===== src/rtl/alu_core.sv =====
// ============================================================================
//  Module      : alu_core
//  Description : Registered accumulator ALU. It combines A with B (R-type) or
//                with I (I-type) and registers the result and a branch flag.
//                The optional flag outputs are enabled by defining ALU_FLAGS_EN.
//  Revision    : 1.0 - initial release
// ============================================================================
`default_nettype none

module alu_core #(
    parameter int WIDTH = 8
) (
    input  logic             Clk,
    input  logic             ResetN,
    input  logic             En,
    input  logic [WIDTH-1:0] AccumulatorIn,
    input  logic [WIDTH-1:0] OperandIn,
    input  logic [WIDTH-1:0] ImmediateIn,
    input  logic             Type,
    input  logic [3:0]       RTypeOP,
    input  logic [2:0]       ITypeOP,
    output logic [WIDTH-1:0] Out,
    output logic             Branch
`ifdef ALU_FLAGS_EN
    ,
    output logic             Zero,
    output logic             Negative,
    output logic             Carry
`endif
);

    localparam logic [WIDTH-1:0] c_one = {{(WIDTH-1){1'b0}}, 1'b1};

    logic [WIDTH-1:0] w_a;
    logic [WIDTH-1:0] w_b;
    logic [WIDTH-1:0] w_i;
    logic [WIDTH-1:0] w_result;
    logic             w_branch;
    logic [WIDTH:0]   w_sum_b;
    logic [WIDTH:0]   w_sum_i;

    assign w_a     = AccumulatorIn;
    assign w_b     = OperandIn;
    assign w_i     = ImmediateIn;
    assign w_sum_b = {1'b0, w_a} + {1'b0, w_b};
    assign w_sum_i = {1'b0, w_a} + {1'b0, w_i};

    always_comb begin
        w_result = w_a;
        w_branch = 1'b0;
        if (Type) begin
            case (RTypeOP)
                4'd0:    w_result = w_b;
                4'd1:    w_result = w_a & w_b;
                4'd2:    w_result = w_a | w_b;
                4'd3:    w_result = w_a ^ w_b;
                4'd4:    w_result = w_sum_b[WIDTH-1:0];
                4'd5:    w_result = w_a - w_b;
                4'd6:    w_result = w_a << w_b[2:0];
                4'd7:    w_result = w_a >> w_b[2:0];
                4'd8:    w_result = $signed(w_a) >>> w_b[2:0];
                4'd9:    w_result = ~w_a;
                4'd10:   w_result = ($signed(w_a) < $signed(w_b)) ? c_one : '0;
                4'd11:   w_result = (w_a < w_b) ? c_one : '0;
                4'd12:   w_branch = (w_a == w_b);
                4'd13:   w_branch = (w_a != w_b);
                4'd14:   w_branch = ($signed(w_a) < $signed(w_b));
                default: w_result = w_a;
            endcase
        end else begin
            case (ITypeOP)
                3'd0:    w_result = w_i;
                3'd1:    w_result = w_sum_i[WIDTH-1:0];
                3'd2:    w_result = w_a & w_i;
                3'd3:    w_result = w_a | w_i;
                3'd4:    w_result = w_a ^ w_i;
                3'd5:    w_result = w_a << w_i[2:0];
                3'd6:    w_result = w_a >> w_i[2:0];
                default: w_branch = (w_a == w_i);
            endcase
        end
    end

    always_ff @(posedge Clk or negedge ResetN) begin
        if (!ResetN) begin
            Out    <= '0;
            Branch <= 1'b0;
        end else if (En) begin
            Out    <= w_result;
            Branch <= w_branch;
        end
    end

`ifdef ALU_FLAGS_EN
    logic w_carry;

    // Carry is the adder carry-out for ADD/ADDI and the inverted borrow for SUB.
    always_comb begin
        w_carry = 1'b0;
        if (Type) begin
            if (RTypeOP == 4'd4)
                w_carry = w_sum_b[WIDTH];
            else if (RTypeOP == 4'd5)
                w_carry = (w_a >= w_b);
        end else if (ITypeOP == 3'd1) begin
            w_carry = w_sum_i[WIDTH];
        end
    end

    always_ff @(posedge Clk or negedge ResetN) begin
        if (!ResetN) begin
            Zero     <= 1'b0;
            Negative <= 1'b0;
            Carry    <= 1'b0;
        end else if (En) begin
            Zero     <= (w_result == '0);
            Negative <= w_result[WIDTH-1];
            Carry    <= w_carry;
        end
    end
`endif

endmodule

`default_nettype wire


===== config.mk =====
export PLATFORM = sky130hd
export DESIGN_NAME = alu_core
export DESIGN_NICKNAME = d
export VERILOG_FILES = /design/src/rtl/alu_core.sv
export SDC_FILE = /design/constraint.sdc
export NUM_CORES = 1
export LEC_CHECK = 0
export CAP_MARGIN = 10
export CORE_UTILIZATION = 49
export CTS_BUF_LIST = sky130_fd_sc_hd__clkbuf_16
export DETAILED_ROUTE_END_ITERATION = 6
export MAX_ROUTING_LAYER = met4
export PLACE_DENSITY = 0.71
export SYNTH_ARGS = -nofsm -noshare
export SYNTH_HDL_FRONTEND = slang
export SYNTH_SLANG_ARGS = --single-unit

===== constraint.sdc =====
create_clock -name Clk -period 1.13 [get_ports Clk]
set_clock_uncertainty 0.05 [all_clocks]
set_input_delay 0.226 -clock Clk [delete_from_list [all_inputs] [get_ports Clk]]
set_output_delay 0.226 -clock Clk [all_outputs]
set_load 0.02 [all_outputs]

==> flow_summary.rst, run 1 <==
.. list-table::
   :header-rows: 1

   * - Metric
     - Value
   * - Finished layout cell area
     - between 6000 and 7000 um^2
   * - DRC violation total after the first TritonRoute iteration
     - about 800
   * - Synth Net Count
     - between 500 and 600
   * - Final RePlAce weighted congestion
     - just over 1
   * - Syn Area/Cell
     - 7.40 um^2
   * - Final hold violation count
     - 0
   * - Average detailed-routed wire length per instance
     - ~24 um
   * - Core Box Area
     - about 7300 um^2
   * - Max-capacitance violation count
     - 0
   * - Class of the tightest hold or removal check
     - input pin to asynchronous set/reset pin
   * - Clock slew at reported path FFs
     - around 0.040 ns
   * - Setup tns final
     - -7.59 ns
   * - Cell chosen for the clock root
     - clkbuf_16
   * - Worst ir drop on vdd
     - about 0.52 mV
   * - H-tree lvl count
     - 1
   * - Post-Route Hold Slack
     - around 0.3 ns
   * - Clock sink count
     - 9
   * - Top achievable clock speed
     - roughly 460 MHz
   * - CP startpoint kind
     - input pin
   * - Total Routed Length
     - approximately 20,000 um
   * - Remaining design rule violation count
     - 2
   * - First-pass GRT wire length
     - about 26,000 um
   * - Net count of the finished layout
     - 815
   * - Total setup violations reported at the end of the flow
     - 9
   * - Area delta synth->final
     - 73.7%
   * - Area of the mapped netlist
     - around 3800 um^2
   * - Seq/Total Area, Yosys
     - 0.0599
   * - Async S/R FF share, synth
     - 1.00
   * - Most common flop cell mapped by yosys
     - dfrtp_1
   * - Drt pass-1 iters
     - 7
   * - Detail-routed via count per cell
     - just under 7
   * - Leakage dissipation
     - 2.97 nW
   * - Remaining antenna violation count after routing
     - 0
   * - HPWL after DPL
     - around 13,000 um
   * - Ratio of final minimum period to clock period
     - 1.91
   * - Post-synthesis sequential element count
     - 9
   * - Data arrival time of the critical path
     - between 2 and 2.5 ns
   * - Port Buffers
     - between 40 and 50
   * - Maximum number of pins on one net before global-route repair
     - 18
   * - Total of hold buffers inserted after clock tree synthesis
     - 0
   * - Worst endpoint required time
     - 1.17 ns
   * - Number of non-filler instances in the completed layout
     - 832
   * - Kind of critical path
     - input pin to register
   * - Sum of overflow across all layers after global routing
     - 0
   * - Max-slew headroom
     - 0.517
   * - Cell variety after synth
     - 63
   * - Actual transition at the worst max-transition pin
     - 0.719 ns
   * - Layout filler cell count
     - between 300 and 400
   * - Ports
     - 44
   * - Final-report max-slew violation count
     - 0
   * - Highest fanout seen on the critical path
     - 3
   * - Type of element capturing the critical path
     - register
   * - Post-place instance area
     - between 5000 and 6000 um^2
   * - Run status
     - finished, violations left
   * - Violated checks
     - design-rule violations, negative setup slack
   * - Synthesized netlist cell count
     - between 500 and 600
   * - Count of flip-flops with a built-in enable after synthesis
     - 0
   * - Fraction of final layout cells with drive strength greater than 1
     - 0.500
   * - Via count of the first global-routing pass
     - 5,089
   * - Row count
     - 31
   * - Floorplan die width
     - about 90 um
   * - Die Footprint
     - between 8000 and 9000 um^2
   * - Power density relative to cell area
     - 634 nW/um^2
   * - Setup repair after global routing missed its margin
     - yes
   * - Min Clock Period, post-route
     - 2.16 ns
   * - Global router's overall resource usage
     - 0.451
   * - Clock tree from TritonCTS
     - done
   * - Vias after detailed routing
     - approximately 5,700
   * - Placed Cells
     - between 800 and 900
   * - Number of buffers on the longest clock path
     - 2
   * - Worst-Skew Late Latency
     - 0.24 ns
   * - Initial core utilization
     - 0.513
   * - Antenna violations before repair
     - 1
   * - Worst Setup Slack, final
     - -1.03 ns
   * - Number of warnings printed during yosys synthesis
     - 0
   * - TritonCTS buffer count
     - 3
   * - Die boundary height
     - 89.6 um
## placed cells by master, fill, tap and decap left out, drive strengths merged, types with 5 or more instances in the layout
cell type / count
mux2i: 24
nand2b: 6
inv: 38
nor2: 47
and3: 5
o211ai: 5
a21oi: 34
o21ai: 44
a22oi: 5
mux4: 18
nor2b: 7
nand2: 50
xnor2: 5
ha: 44
dfrtp: 9
buf: 234
a211oi: 8
dlygate4sd2: 11
nor3: 14
a221oi: 12
o221ai: 11
xor2: 5
clkdlybuf4s50: 8
nand3: 7
nor4: 5
a31oi: 8
o22ai: 7
## worst paths after layout
| check | slack (ns) | depth (start not counted) | endpoint | from |
|---|---|---|---|---|
| worst max register to register | -0.03 | 3 | Out[3] | Out[3] |
| worst min-delay path | 0.30 | 1 | Out[7] | ResetN |
| min in group Clk | 0.51 | 5 | Out[1] | AccumulatorIn[1] |
| max in group asynchronous | 0.34 | 1 | Out[3] | ResetN |
| worst min register to register | 0.52 | 2 | Out[4] | Out[4] |
| worst max-delay path | -1.03 | 10 | Out[6] | AccumulatorIn[0] |
## timing repair
item / 4_1_cts / 5_1_grt
gates resized for setup: 170 / 56
pin swaps: 55 / 38
cloned: 2 / 0
buffers inserted: 13 / 8
setup endpoints to repair: 18 / 9
## state kept, by name, indices dropped and copies added, names as in the netlist
name	count
Out	8
Branch	1
## synth_stat cells, drive strengths merged, types with 6 or more instances
master   n  area share
nand2   50       0.050
nor2    47       0.047
ha      44        0.15
o21ai   44       0.059
inv     39       0.039
a21oi   34       0.045
mux2i   24       0.064
clkbuf  20       0.020
buf     19       0.033
mux4    18        0.11
nor3    14       0.019
a221oi  12       0.031
o221ai  11       0.026
dfrtp    9       0.060
a211oi   8       0.016
a31oi    8       0.013
nand3    7      0.0093
nor2b    7       0.012
o22ai    7       0.012
nand2b   6       0.010
## critical path: stages
cell and delay (ns):
buf_8 0.10, ha_1 0.22, fa_2 0.40, a21oi_4 0.22, o21bai_4 0.11, a31oi_2 0.22, xor2_1 0.21, o22ai_2 0.16
o221ai_2 0.16, nand3_1 0.16
## cells by family after synthesis
logic type / Yosys count / synth area share
simple gates: 156 / 0.192
xor+xnor: 10 / 0.0233
compound gates: 162 / 0.286
fa+ha+maj: 47 / 0.162
mux: 46 / 0.185
buf+inv: 78 / 0.0919
flops: 9 / 0.0599
## per-stage QoR
step | power (W) | util | worst slack (ns)
2_1_floorplan | 0.00175 | - | -0.938
3_3_place_gp | 0.00289 | 0.797 | -1.49
3_5_place_dp | 0.00296 | 0.797 | -1.55
4_1_cts | 0.00373 | 0.853 | -0.873
5_1_grt | 0.00430 | 0.891 | -1.07
6_report | 0.00414 | 0.891 | -1.03
## layout make-up
type                    count  area (um^2)  share of cell area
multi-input cells         421         3750               0.574
flip-flops and latches      9          225              0.0345
clock inverters             1         3.75            0.000575
diodes                      1         2.50            0.000383
clock buffers               3         75.1              0.0115
well taps                  99          124              0.0190
repair buffers            259         2160               0.332
inverters                  39          186              0.0286
## per-layer routing
layer / track usage / part of all wire / wire, um / vias up
met5: - / 0 / 0 / -
li1: - / - / - / 2347
met1: 0.567 / 0.36 / 7160 / 2623
met3: 0.105 / 0.14 / 2760 / 154
met4: 0.175 / 0.058 / 1140 / 0
met2: 0.700 / 0.44 / 8670 / 577
## report_power, final
group          leakage (nW)  internal, W  switching [W]
combinational          2.82      0.00147        0.00159
clock                0.0423     0.000466       0.000189
sequential            0.111     0.000374      0.0000493
Note: power is estimated with default switching activity, not from simulation.
==> run 2: changes to the inputs <==
- CORE_UTILIZATION: 49 -> 59
- PLACE_DENSITY: 0.71 -> 0.83
==> run 2 against run 1 <==
- the flow now stops in clock tree synthesis (4_1_cts)
- synthesized cell count did not move
- synthesized area stayed put
==> flow_summary.rst, run 2 <==
.. list-table::
   :header-rows: 1

   * - Metric
     - Value
   * - Place WS
     - -1.62 ns
   * - Async S/R FF share, synth
     - 1.00
   * - TritonCTS buffer count
     - 3
   * - Run status
     - stopped before the end
   * - Number of buffers on the longest clock path
     - 2
   * - Synth top area cells
     - ha_1 15%, mux4_2 10%, mux2i_1 6.4%, dfrtp_1 6.0%, o21ai_0 5.3%
   * - List of most frequent post-synthesis cells
     - 50 x nand2_1, 47 x nor2_1, 44 x ha_1
   * - Seq/Total Area, Yosys
     - 0.0599
   * - Portion of synthesized cell area occupied by the leading cell type
     - 0.146
   * - Total of hold buffers inserted after clock tree synthesis
     - 0
   * - Buffers inserted during post-CTS setup optimization
     - 19
   * - Final RePlAce weighted congestion
     - between 1 and 1.5
   * - Post-synthesis sequential element count
     - 9
   * - H-tree lvl count
     - 1
   * - Syn Area/Cell
     - roughly 7.4 um^2
   * - Stage at which the flow ended
     - clock tree synthesis (4_1_cts)
   * - Number of instances resized during post-cts repair
     - 235
   * - Synthesized netlist cell count
     - 508
   * - Count of flip-flops with a built-in enable after synthesis
     - 0
   * - Row count
     - 28
   * - Number of warnings printed during yosys synthesis
     - 0
   * - Cell variety after synth
     - between 60 and 70
   * - Error that stopped the run
     - [ERROR DPL-0038] Utilization greater than 100%, impossible to legalize
   * - HPWL after DPL
     - between 10,000 and 15,000 um
   * - Leading area contributor after synthesis
     - ha_1
   * - Initial core utilization
     - 0.624
   * - Area of the mapped netlist
     - 3760 um^2
   * - Clock sink count
     - 9
   * - Port Buffers
     - 43
   * - Die boundary height
     - between 80 and 90 um
   * - Cell chosen for the clock root
     - clkbuf_16
   * - Floorplan die width
     - between 80 and 90 um
   * - Synth Net Count
     - a little under 600
   * - Ports
     - between 40 and 50
   * - Most common flop cell mapped by yosys
     - dfrtp_1
   * - Cell with the most instances after synthesis
     - nand2_1
run 2: kinds of logic after synthesis:
group,share of synthesized area
xor+xnor,0.0233
flops,0.0599
mux,0.185
compound gates,0.286
buf+inv,0.0919
fa+ha+maj,0.162
simple gates,0.192
run 2: stage by stage:
step	setup TNS (ns)	hold WS, ns	cell area (um^2)	instances
after floorplan	-6.60	-0.120	4100	508
after global placement	-13.02	0.448	5690	767
after detailed placement	-14.37	0.460	5690	767
==> run 3: changes to the inputs <==
- CORE_UTILIZATION: 59 -> 40
- CTS_BUF_LIST: sky130_fd_sc_hd__clkbuf_16 -> unset
- MAX_ROUTING_LAYER: met4 -> unset
- PLACE_DENSITY: 0.83 -> unset
- PLACE_DENSITY_LB_ADDON: unset -> 0.15
==> run 3 against run 2 <==
- the flow now finishes, with violations (design-rule violations, negative setup slack)
==> flow_summary.rst, run 3 (synthesized netlist as in run 1, its figures left out) <==
.. list-table::
   :header-rows: 1

   * - Metric
     - Value
   * - Area used by multi-input combinational logic
     - between 3000 and 4000 um^2
   * - Min Clock Period, post-route
     - between 1.5 and 2 ns
   * - Ports
     - 44
   * - Final-report max-slew violation count
     - 0
   * - HPWL after DPL
     - between 10,000 and 15,000 um
   * - Vias after detailed routing
     - between 5,000 and 6,000
   * - Violated checks
     - design-rule violations, negative setup slack
   * - Launch point of the worst reg-to-reg path
     - Out[3]
   * - Floorplan die width
     - between 90 and 100 um
   * - H-tree lvl count
     - 1
   * - Number of cells on the worst reg-to-reg path
     - 3
   * - Detail-routed via count per cell
     - 5.98
   * - Global router's overall resource usage
     - 0.326
   * - Final hold violation count
     - 0
   * - Max-slew headroom
     - 0.670
   * - Worst-Skew Late Latency
     - between 0.2 and 0.25 ns
   * - Area delta synth->final
     - 68.9%
   * - Remaining antenna violation count after routing
     - 0
   * - TritonCTS buffer count
     - 3
   * - Run status
     - finished, violations left
   * - Actual transition at the worst max-transition pin
     - ~0.49 ns
   * - Worst Setup Slack, final
     - -0.868 ns
   * - Place WS
     - -1.58 ns
   * - Clock sink count
     - 9
   * - Max FFs per register
     - 8
   * - Average detailed-routed wire length per instance
     - ~19 um
   * - Core Box Area
     - roughly 9200 um^2
   * - DRC violation total after the first TritonRoute iteration
     - ~510
   * - Cell chosen for the clock root
     - clkbuf_8
   * - Die boundary height
     - just under 100 um
   * - Maximum number of pins on one net before global-route repair
     - 17
   * - Top achievable clock speed
     - 501 MHz
   * - Initial core utilization
     - 0.411
   * - Drt pass-1 iters
     - 7
   * - Antenna Diode Count
     - 0
   * - Placed Cells
     - slightly above 800
   * - Reg2Reg Capture Point
     - Out[3]
   * - Class of the tightest hold or removal check
     - input pin to asynchronous set/reset pin
   * - Data arrival time of the critical path
     - 2.04 ns
   * - Number of buffers on the longest clock path
     - 2
   * - Die Footprint
     - roughly 9800 um^2
   * - Total of hold buffers inserted after clock tree synthesis
     - 0
   * - Layout filler cell count
     - approximately 750
   * - Power density relative to cell area
     - ~560 nW/um^2
   * - Total Routed Length
     - around 16,000 um
   * - Type of element capturing the critical path
     - register
   * - Sum of overflow across all layers after global routing
     - 0
   * - Worst ir drop on vdd
     - roughly 0.25 mV
   * - Leakage dissipation
     - about 2.9 nW
   * - Clock slew at reported path FFs
     - approximately 0.050 ns
   * - Number of non-filler instances in the completed layout
     - 838
   * - Final RePlAce weighted congestion
     - just under 1
   * - Net count of the finished layout
     - slightly above 800
   * - Remaining design rule violation count
     - 1
   * - Ratio of final minimum period to clock period
     - 1.77
   * - Fraction of final layout cells with drive strength greater than 1
     - 0.498
   * - CP startpoint kind
     - input pin
   * - Setup repair after global routing missed its margin
     - yes
   * - Max-capacitance violation count
     - 0
   * - Leading registers by flop count
     - Out x8, Branch x1
   * - Register ranked first by flip-flop count
     - Out
   * - Highest fanout seen on the critical path
     - 3
   * - Internal reg-to-reg setup slack
     - about 0.07 ns
   * - Final Util
     - 0.694
   * - Via count of the first global-routing pass
     - between 4,000 and 5,000
   * - Clock tree from TritonCTS
     - done
   * - Sequential standard cell area
     - around 230 um^2
   * - Kind of critical path
     - input pin to register
   * - Total setup violations reported at the end of the flow
     - 9
   * - Commonest non-fill, non-tap cell in the layout
     - buf_4
   * - Row count
     - 35
   * - Worst endpoint required time
     - 1.17 ns
   * - Port Buffers
     - 43
   * - Antenna violations before repair
     - 0
   * - First-pass GRT wire length
     - approximately 25,000 um
   * - Commonest non-fill, non-tap cells in the layout
     - 190 x buf_4, 48 x nand2_1, 39 x nor2_1
## run 3: metal layers
metal | vias to the layer above | share of wire | track usage | routed length (um)
met3 | 53 | 0.062 | 0.0191 | 1010
met1 | 2359 | 0.41 | 0.403 | 6610
met5 | - | 0 | 0 | 0
met4 | 0 | 0.046 | 0.145 | 748
met2 | 262 | 0.49 | 0.582 | 7890
li1 | 2338 | - | - | -
## run 3: worst max-delay path by stage
stage,start,endpoint,slack [ns],cells past startpoint
finish,OperandIn[0],Out[4],-0.87,8
global route,OperandIn[0],Out[6],-0.95,10
CTS,AccumulatorIn[0],Out[4],-0.81,12
detailed placement,AccumulatorIn[1],Out[4],-1.58,8
global placement,AccumulatorIn[1],Out[4],-1.51,8
floorplan,AccumulatorIn[6],Out[6],-0.94,9
## run 3: what timing repair did
| item | CTS | global route |
|---|---|---|
| pin swaps | 45 | 16 |
| resized for setup | 181 | 36 |
| setup endpoints to repair | 18 | 9 |
| cloned | 2 | 0 |
| setup buffers | 22 | 5 |
## run 3: layout make-up
cell class / count / share of cell area
flip-flops and latches: 9 / 0.0355
multi-input cells: 421 / 0.586
clock buffers: 4 / 0.00710
well taps: 111 / 0.0219
inverters: 39 / 0.0282
repair buffers: 254 / 0.321
## run 3: per-stage QoR
step	instance area, um^2	hold slack [ns]	setup TNS [ns]	total power (W)
6_report	6350	0.224	-6.85	0.00357
5_1_grt	6350	0.229	-7.54	0.00377
4_1_cts	6200	0.224	-6.57	0.00344
3_5_place_dp	5780	0.481	-14.17	0.00290
3_3_place_gp	5780	0.476	-13.78	0.00286
2_1_floorplan	4100	-0.120	-6.60	0.00175
## run 3: power by group
part / total [W] / internal [W] / switching, W
Sequential: 0.000412 / 0.000374 / 0.0000384
Clock: 0.000391 / 0.000247 / 0.000144
Combinational: 0.00276 / 0.00137 / 0.00139
Total: 0.00357 / 0.00199 / 0.00158
## run 3: worst max-delay path, cell delays in order
cell and delay (ns):
buf_4 0.14, ha_4 0.16, fa_2 0.38, a21oi_2 0.18, o21bai_1 0.15, a221o_1 0.35
a221oi_2 0.26, o221ai_1 0.17
